==> src/rtl/washer_drop_sequencer.sv <==
// Washer pick/drop sequencer: walks the servo and electromagnet through a timed
// lower/grab/raise/hold/release cycle and checks the washer sensor after the raise.
module washer_drop_sequencer #(
  parameter int unsigned LOWER_CYC   = 32'd50_000_000,
  parameter int unsigned GRAB_CYC    = 32'd20_000_000,
  parameter int unsigned RAISE_CYC   = 32'd50_000_000,
  parameter int unsigned RELEASE_CYC = 32'd20_000_000,
  parameter int unsigned TW          = 32'd32
) (
  input  logic CLK,
  input  logic RST,
  input  logic start,
  input  logic release_cmd,
  input  logic abort,
  input  logic clear_fault,
  input  logic washer_present,
  output logic servo_down,
  output logic magnet_en,
  output logic busy,
  output logic holding,
  output logic done,
  output logic fault
);

  typedef enum logic [2:0] {
    S_IDLE    = 3'd0,
    S_LOWER   = 3'd1,
    S_GRAB    = 3'd2,
    S_RAISE   = 3'd3,
    S_HOLD    = 3'd4,
    S_RELEASE = 3'd5,
    S_FAULT   = 3'd6
  } state_t;

  // A timed state with length N leaves when the timer reads N-1.
  localparam logic [TW-1:0] L_LOWER_END   = TW'(LOWER_CYC   - 32'd1);
  localparam logic [TW-1:0] L_GRAB_END    = TW'(GRAB_CYC    - 32'd1);
  localparam logic [TW-1:0] L_RAISE_END   = TW'(RAISE_CYC   - 32'd1);
  localparam logic [TW-1:0] L_RELEASE_END = TW'(RELEASE_CYC - 32'd1);

  state_t        r_state;
  state_t        w_state_nxt;
  logic [TW-1:0] r_timer;
  logic          r_aborted;
  logic          w_aborted_nxt;
  logic          w_done_evt;
  logic          r_done_evt;
  logic          w_timed;
  logic          w_timer_end;

  logic          w_servo_down;
  logic          w_magnet_en;
  logic          w_busy;
  logic          w_holding;
  logic          w_fault;
  logic          r_servo_down;
  logic          r_magnet_en;
  logic          r_busy;
  logic          r_holding;
  logic          r_done;
  logic          r_fault;

  // Timer terminal-count decode for the current state.
  always_comb begin
    w_timed     = 1'b1;
    w_timer_end = 1'b0;
    case (r_state)
      S_LOWER:   w_timer_end = (r_timer == L_LOWER_END);
      S_GRAB:    w_timer_end = (r_timer == L_GRAB_END);
      S_RAISE:   w_timer_end = (r_timer == L_RAISE_END);
      S_RELEASE: w_timer_end = (r_timer == L_RELEASE_END);
      default:   w_timed     = 1'b0;
    endcase
  end

  // Next-state logic; abort outranks every other request in the active states.
  always_comb begin
    w_state_nxt   = r_state;
    w_aborted_nxt = r_aborted;
    w_done_evt    = 1'b0;
    case (r_state)
      S_IDLE: begin
        if (start) begin
          w_state_nxt   = S_LOWER;
          w_aborted_nxt = 1'b0;
        end else begin
          w_state_nxt = S_IDLE;
        end
      end
      S_LOWER: begin
        if (abort) begin
          w_state_nxt   = S_RELEASE;
          w_aborted_nxt = 1'b1;
        end else if (w_timer_end) begin
          w_state_nxt = S_GRAB;
        end else begin
          w_state_nxt = S_LOWER;
        end
      end
      S_GRAB: begin
        if (abort) begin
          w_state_nxt   = S_RELEASE;
          w_aborted_nxt = 1'b1;
        end else if (w_timer_end) begin
          w_state_nxt = S_RAISE;
        end else begin
          w_state_nxt = S_GRAB;
        end
      end
      S_RAISE: begin
        if (abort) begin
          w_state_nxt   = S_RELEASE;
          w_aborted_nxt = 1'b1;
        end else if (w_timer_end) begin
          if (washer_present) begin
            w_state_nxt = S_HOLD;
          end else begin
            w_state_nxt = S_FAULT;
          end
        end else begin
          w_state_nxt = S_RAISE;
        end
      end
      S_HOLD: begin
        if (abort) begin
          w_state_nxt   = S_RELEASE;
          w_aborted_nxt = 1'b1;
        end else if (release_cmd) begin
          w_state_nxt   = S_RELEASE;
          w_aborted_nxt = 1'b0;
        end else if (!washer_present) begin
          w_state_nxt = S_FAULT;
        end else begin
          w_state_nxt = S_HOLD;
        end
      end
      S_RELEASE: begin
        if (w_timer_end) begin
          w_state_nxt   = S_IDLE;
          w_done_evt    = !r_aborted;
          w_aborted_nxt = 1'b0;
        end else begin
          w_state_nxt = S_RELEASE;
        end
      end
      S_FAULT: begin
        if (clear_fault) begin
          w_state_nxt = S_IDLE;
        end else begin
          w_state_nxt = S_FAULT;
        end
      end
      default: begin
        w_state_nxt   = S_IDLE;
        w_aborted_nxt = 1'b0;
      end
    endcase
  end

  // State, timer and completion-event registers.
  always_ff @(posedge CLK) begin
    if (RST) begin
      r_state    <= S_IDLE;
      r_timer    <= {TW{1'b0}};
      r_aborted  <= 1'b0;
      r_done_evt <= 1'b0;
    end else begin
      r_state    <= w_state_nxt;
      r_aborted  <= w_aborted_nxt;
      r_done_evt <= w_done_evt;
      if ((w_state_nxt != r_state) || !w_timed) begin
        r_timer <= {TW{1'b0}};
      end else begin
        r_timer <= r_timer + TW'(1);
      end
    end
  end

  // Moore output decode of the current state.
  always_comb begin
    w_servo_down = 1'b0;
    w_magnet_en  = 1'b0;
    w_busy       = 1'b1;
    w_holding    = 1'b0;
    w_fault      = 1'b0;
    case (r_state)
      S_IDLE:    w_busy = 1'b0;
      S_LOWER:   w_servo_down = 1'b1;
      S_GRAB: begin
        w_servo_down = 1'b1;
        w_magnet_en  = 1'b1;
      end
      S_RAISE:   w_magnet_en = 1'b1;
      S_HOLD: begin
        w_magnet_en = 1'b1;
        w_holding   = 1'b1;
      end
      S_RELEASE: w_busy = 1'b1;
      S_FAULT: begin
        w_busy  = 1'b0;
        w_fault = 1'b1;
      end
      default:   w_busy = 1'b0;
    endcase
  end

  // Output registers; reset drops the magnet and raises the servo on the first edge.
  always_ff @(posedge CLK) begin
    if (RST) begin
      r_servo_down <= 1'b0;
      r_magnet_en  <= 1'b0;
      r_busy       <= 1'b0;
      r_holding    <= 1'b0;
      r_done       <= 1'b0;
      r_fault      <= 1'b0;
    end else begin
      r_servo_down <= w_servo_down;
      r_magnet_en  <= w_magnet_en;
      r_busy       <= w_busy;
      r_holding    <= w_holding;
      r_done       <= r_done_evt;
      r_fault      <= w_fault;
    end
  end

  assign servo_down = r_servo_down;
  assign magnet_en  = r_magnet_en;
  assign busy       = r_busy;
  assign holding    = r_holding;
  assign done       = r_done;
  assign fault      = r_fault;

endmodule

==> config.mk <==
export PLATFORM = sky130hd
export DESIGN_NAME = washer_drop_sequencer
export DESIGN_NICKNAME = d
export VERILOG_FILES = /design/src/rtl/washer_drop_sequencer.sv
export SDC_FILE = /design/constraint.sdc
export NUM_CORES = 1
export LEC_CHECK = 0
export ABC_AREA = 1
export BUFFER_PORTS_ARGS = -buffer_cell sky130_fd_sc_hd__buf_4
export CORE_ASPECT_RATIO = 1.25
export CORE_MARGIN = 10
export CORE_UTILIZATION = 25
export CTS_CLUSTER_DIAMETER = 40
export CTS_CLUSTER_SIZE = 10
export DETAILED_ROUTE_END_ITERATION = 7
export PLACE_DENSITY_LB_ADDON = 0.3
export SETUP_SLACK_MARGIN = 0.2
export SLEW_MARGIN = 20
export SYNTH_ARGS = -nofsm -noshare
export SYNTH_HDL_FRONTEND = slang
export SYNTH_SLANG_ARGS = --single-unit
==> constraint.sdc <==
create_clock -name CLK -period 1.73 [get_ports CLK]
set_input_delay 0.173 -clock CLK [delete_from_list [all_inputs] [get_ports CLK]]
set_output_delay 0.173 -clock CLK [all_outputs]
set_load 0.1 [all_outputs]
==> flow_summary_export.csv <==
group,metric,value,unit
status,status,"finished with violations",
status,violations,"setup timing",
floorplan,start_util,0.2544,
place,portBuffers,12,
worst_setup_path,slowest_stage,"dfxtp_4",
clock_tree,root_buffer,"clkbuf_16",
worst_setup_path,end_kind,"flip-flop",
floorplan,die_area,14160,um2
worst_setup_path,required,1960,ps
clock_tree,cts.clk_slew.worst_paths,60,ps
sta,maxSlewViolCount,0,
worst_setup_path,crit_chain,"inv_4, nand2_4, nand2_4, nor2_4, nand2_2, nor2_4, nand3_4, a21oi_4, a21oi_2, nor2_2, nand2_4, clkbuf_16, nor2_2",
sta,tightest_slew,340.6,ps
sta,hold_viol,0,
power,power_density,696.8,nW/um2
sta,rsz0062_at_grt,"yes",
logic_synthesis,async_reset_ff_frac,0,
sta,fin_ws,-150.1,ps
clock_tree,cts_num_sinks,43,
finish,nNetsFinal,452,
finish,antenna_cells,0,
grt,track_usage,0.1007,
sta,relSlewSlack,0.7708,
logic_synthesis,synth_area,2445,um2
logic_synthesis,synth_top_area_frac,0.3521,
logic_synthesis,syn_area_per_cell,7.087,um2
flow_run,drv_cap,0,
clock_tree,cts_buffer_depth,2,
place,place_area,3272,um2
detailed_routing,via_per_inst,4.308,
grt,grt_pass1_vias,2505,
detailed_routing,remaining_drc_errors,0,
floorplan,die_y,130.6,um
sta,final-setup-viol-count,32,
detailed_routing,first_pass_iters,4,
power,finalPower,0.002710,W
worst_setup_path,critPathLaunchType,"flip-flop",
floorplan,rows,40,
sta,finClkSkew,4.317,ps
logic_synthesis,yosysMostFrequentCell,"nand2_1",
logic_synthesis,ys_top_cells_by_count,"nand2_1 (62), inv_1 (50), dfxtp_1 (43), nor2_1 (40), nor2_2 (32)",
power,leakagePower,1.651,nW
worst_setup_path,worstPathArrival,2110,ps
grt,grt.overflow.total,0,
clock_tree,ctsHtreeMaxLevel,2,
worst_setup_path,r2r_slack,-150,ps
clock_tree,cts_tree,"built",
clock_tree,cts_made_buffers,5,
min_path,hold_path_class,"input pin to flip-flop",
worst_setup_path,crit_type,"flip-flop to flip-flop",
logic_synthesis,syn_inst,345,
logic_synthesis,yosysSeqAreaShare,0.3521,
worst_setup_path,crit_top_cell,"nand2_4",
sta,fmax,0.5319,GHz
place,hpwlAfterDp,5082,um
logic_synthesis,yosys_warnings,0,
worst_setup_path,cp_top_family,"simple AND/OR/NAND/NOR gates",
logic_synthesis,synth_fp_nets,353,
logic_synthesis,ys_seq_elements,43,
logic_synthesis,synth_top_cell_by_area,"dfxtp_1",
floorplan,pin_count,13,
finish,layout-drive-gt1-share,0.4562,
finish,utilization,0.4048,
detailed_routing,detail_route.wl_per_cell,12.14,um
clock_tree,clock_latency,290,ps
logic_synthesis,netlist_top_cells_area,"dfxtp_1 (35%), nand2_1 (9.5%), nor2_2 (8.2%)",
worst_setup_path,cpPeakStageDelay,400,ps
grt,grt_pass1_wl,11470,um
logic_synthesis,synth_ff_type,"dfxtp_1",
power,vdd_drop_max,0.3447,mV
sta,period_minus_slack,1880,ps
place,post-place-ws,-233.9,ps
detailed_routing,vias,2460,
detailed_routing,detail-route-antenna-nets,0,
place,place_congestion,0.8392,
worst_setup_path,critPathBufInv,2,
finish,syn_to_final_growth,59.11,%
detailed_routing,first_iter_violations,69,
grt,grt_max_degree,17,
sta,period_share,1.087,
logic_synthesis,synth-edff-count,0,
finish,stdcell_area,3890,um2
worst_setup_path,worstPathMaxFanout,8,
detailed_routing,wirelength,6931,um
floorplan,coreArea,9609,um2
floorplan,die_w,108.5,um
logic_synthesis,synth_cell_types,31,
grt,antenna_found_initial,0,
## routing by layer
layer	up-vias	GRT usage	part of all wire
li1	1276	-	-
met1	1142	0.1083	0.41
met2	33	0.1885	0.54
met3	9	0.02254	0.041
met4	0	0.03341	0.017
met5	-	0	0
## where the power goes
part           internal [W]  total, W  leakage (nW)  switching (W)
logic              0.000221  0.000564          1.21       0.000343
clock network      0.000718   0.00110        0.0868       0.000387
registers           0.00102   0.00104         0.351      0.0000227
## timing repair
| action | in CTS | in global routing |
|---|---|---|
| cloned | 2 | 1 |
| endpoints found under the setup margin | 35 | 37 |
| pin swaps | 4 | 23 |
| gates resized for setup | 30 | 54 |
| hold buffers | 0 | 0 |
| buffers inserted | 2 | 5 |
## layout by cell type (no fill, tap or decap), types with 3 or more instances in the layout
cell       synthesis  final
a21oi_1            6      4
buf_4              0     92
clkbuf_16          0      6
dfxtp_1           43     36
dfxtp_2            0      5
inv_1             50     47
inv_2              2      3
nand2_1           62     51
nand2_2            6      9
nand2_4            0      8
nand3_1           17     12
nand3_2            3      5
nand3_4            0      3
nand4_1           12     12
nor2_1            40     29
nor2_2            32     21
nor2_4             1     23
nor3_1            15     12
nor3_4             0      3
nor4_1             3      3
xnor2_1            9      9
xor2_1            21     21
## kinds of logic (layout without fill, tap and decap cells)
logic type                 count (synthesis)  in the layout  synth area share
adders and majority gates                  1              1          0.005117
DFF                                       43             43            0.3521
and+or+nand+nor                          199            199            0.3987
AOI/OAI and AO/OA                         14             14           0.03480
buffers and inverters                     58            158            0.1018
xor gates and xnor gates                  30             30            0.1075
## area by class of cell
class / instances / area [um2]
Clock buffer: 6 / 138.9
Clock inverter: 2 / 35.03
Fill cell: 977 / 5719
Inverter: 52 / 200.2
Multi-Input combinational cell: 244 / 1670
Sequential cell: 43 / 874.6
Tap cell: 126 / 157.7
Timing Repair Buffer: 98 / 813.3
## path summary, 6_finish.rpt
check	start	to	cells past startpoint
max	r_state[1]	r_timer[7]	13
min reg2reg	r_done_evt	done	2
min	RST	r_state[2]	2
max reg2reg	r_state[1]	r_timer[7]	13
## through the flow
step | instances | setup TNS (ps) | hold WS (ps)
3_3_place_gp | 553 | -5944 | 392.8
3_5_place_dp | 553 | -6297 | 396.4
6_report | 571 | -4288 | 122.8
2_1_floorplan | 345 | 0 | 388.3
5_1_grt | 571 | -8253 | 131.6
4_1_cts | 565 | -4211 | 126.9
## worst reg2reg max path, stage by stage, from the launching register on
cell and delay, ps:
dfxtp_4 400, inv_4 60, nand2_4 60, nand2_4 50
nor2_4 100, nand2_2 60, nor2_4 130, nand3_4 110
a21oi_4 190, a21oi_2 80, nor2_2 150, nand2_4 130
clkbuf_16 210, nor2_2 80
## registers in the layout, summed over array words and instances, names as in the netlist
| name | cells |
|---|---|
| busy | 1 |
| done | 1 |
| fault | 1 |
| holding | 1 |
| magnet_en | 1 |
| r_aborted | 1 |
| r_done_evt | 1 |
| r_state | 3 |
| r_timer | 32 |
| servo_down | 1 |
(Power assumes the default switching activity.)
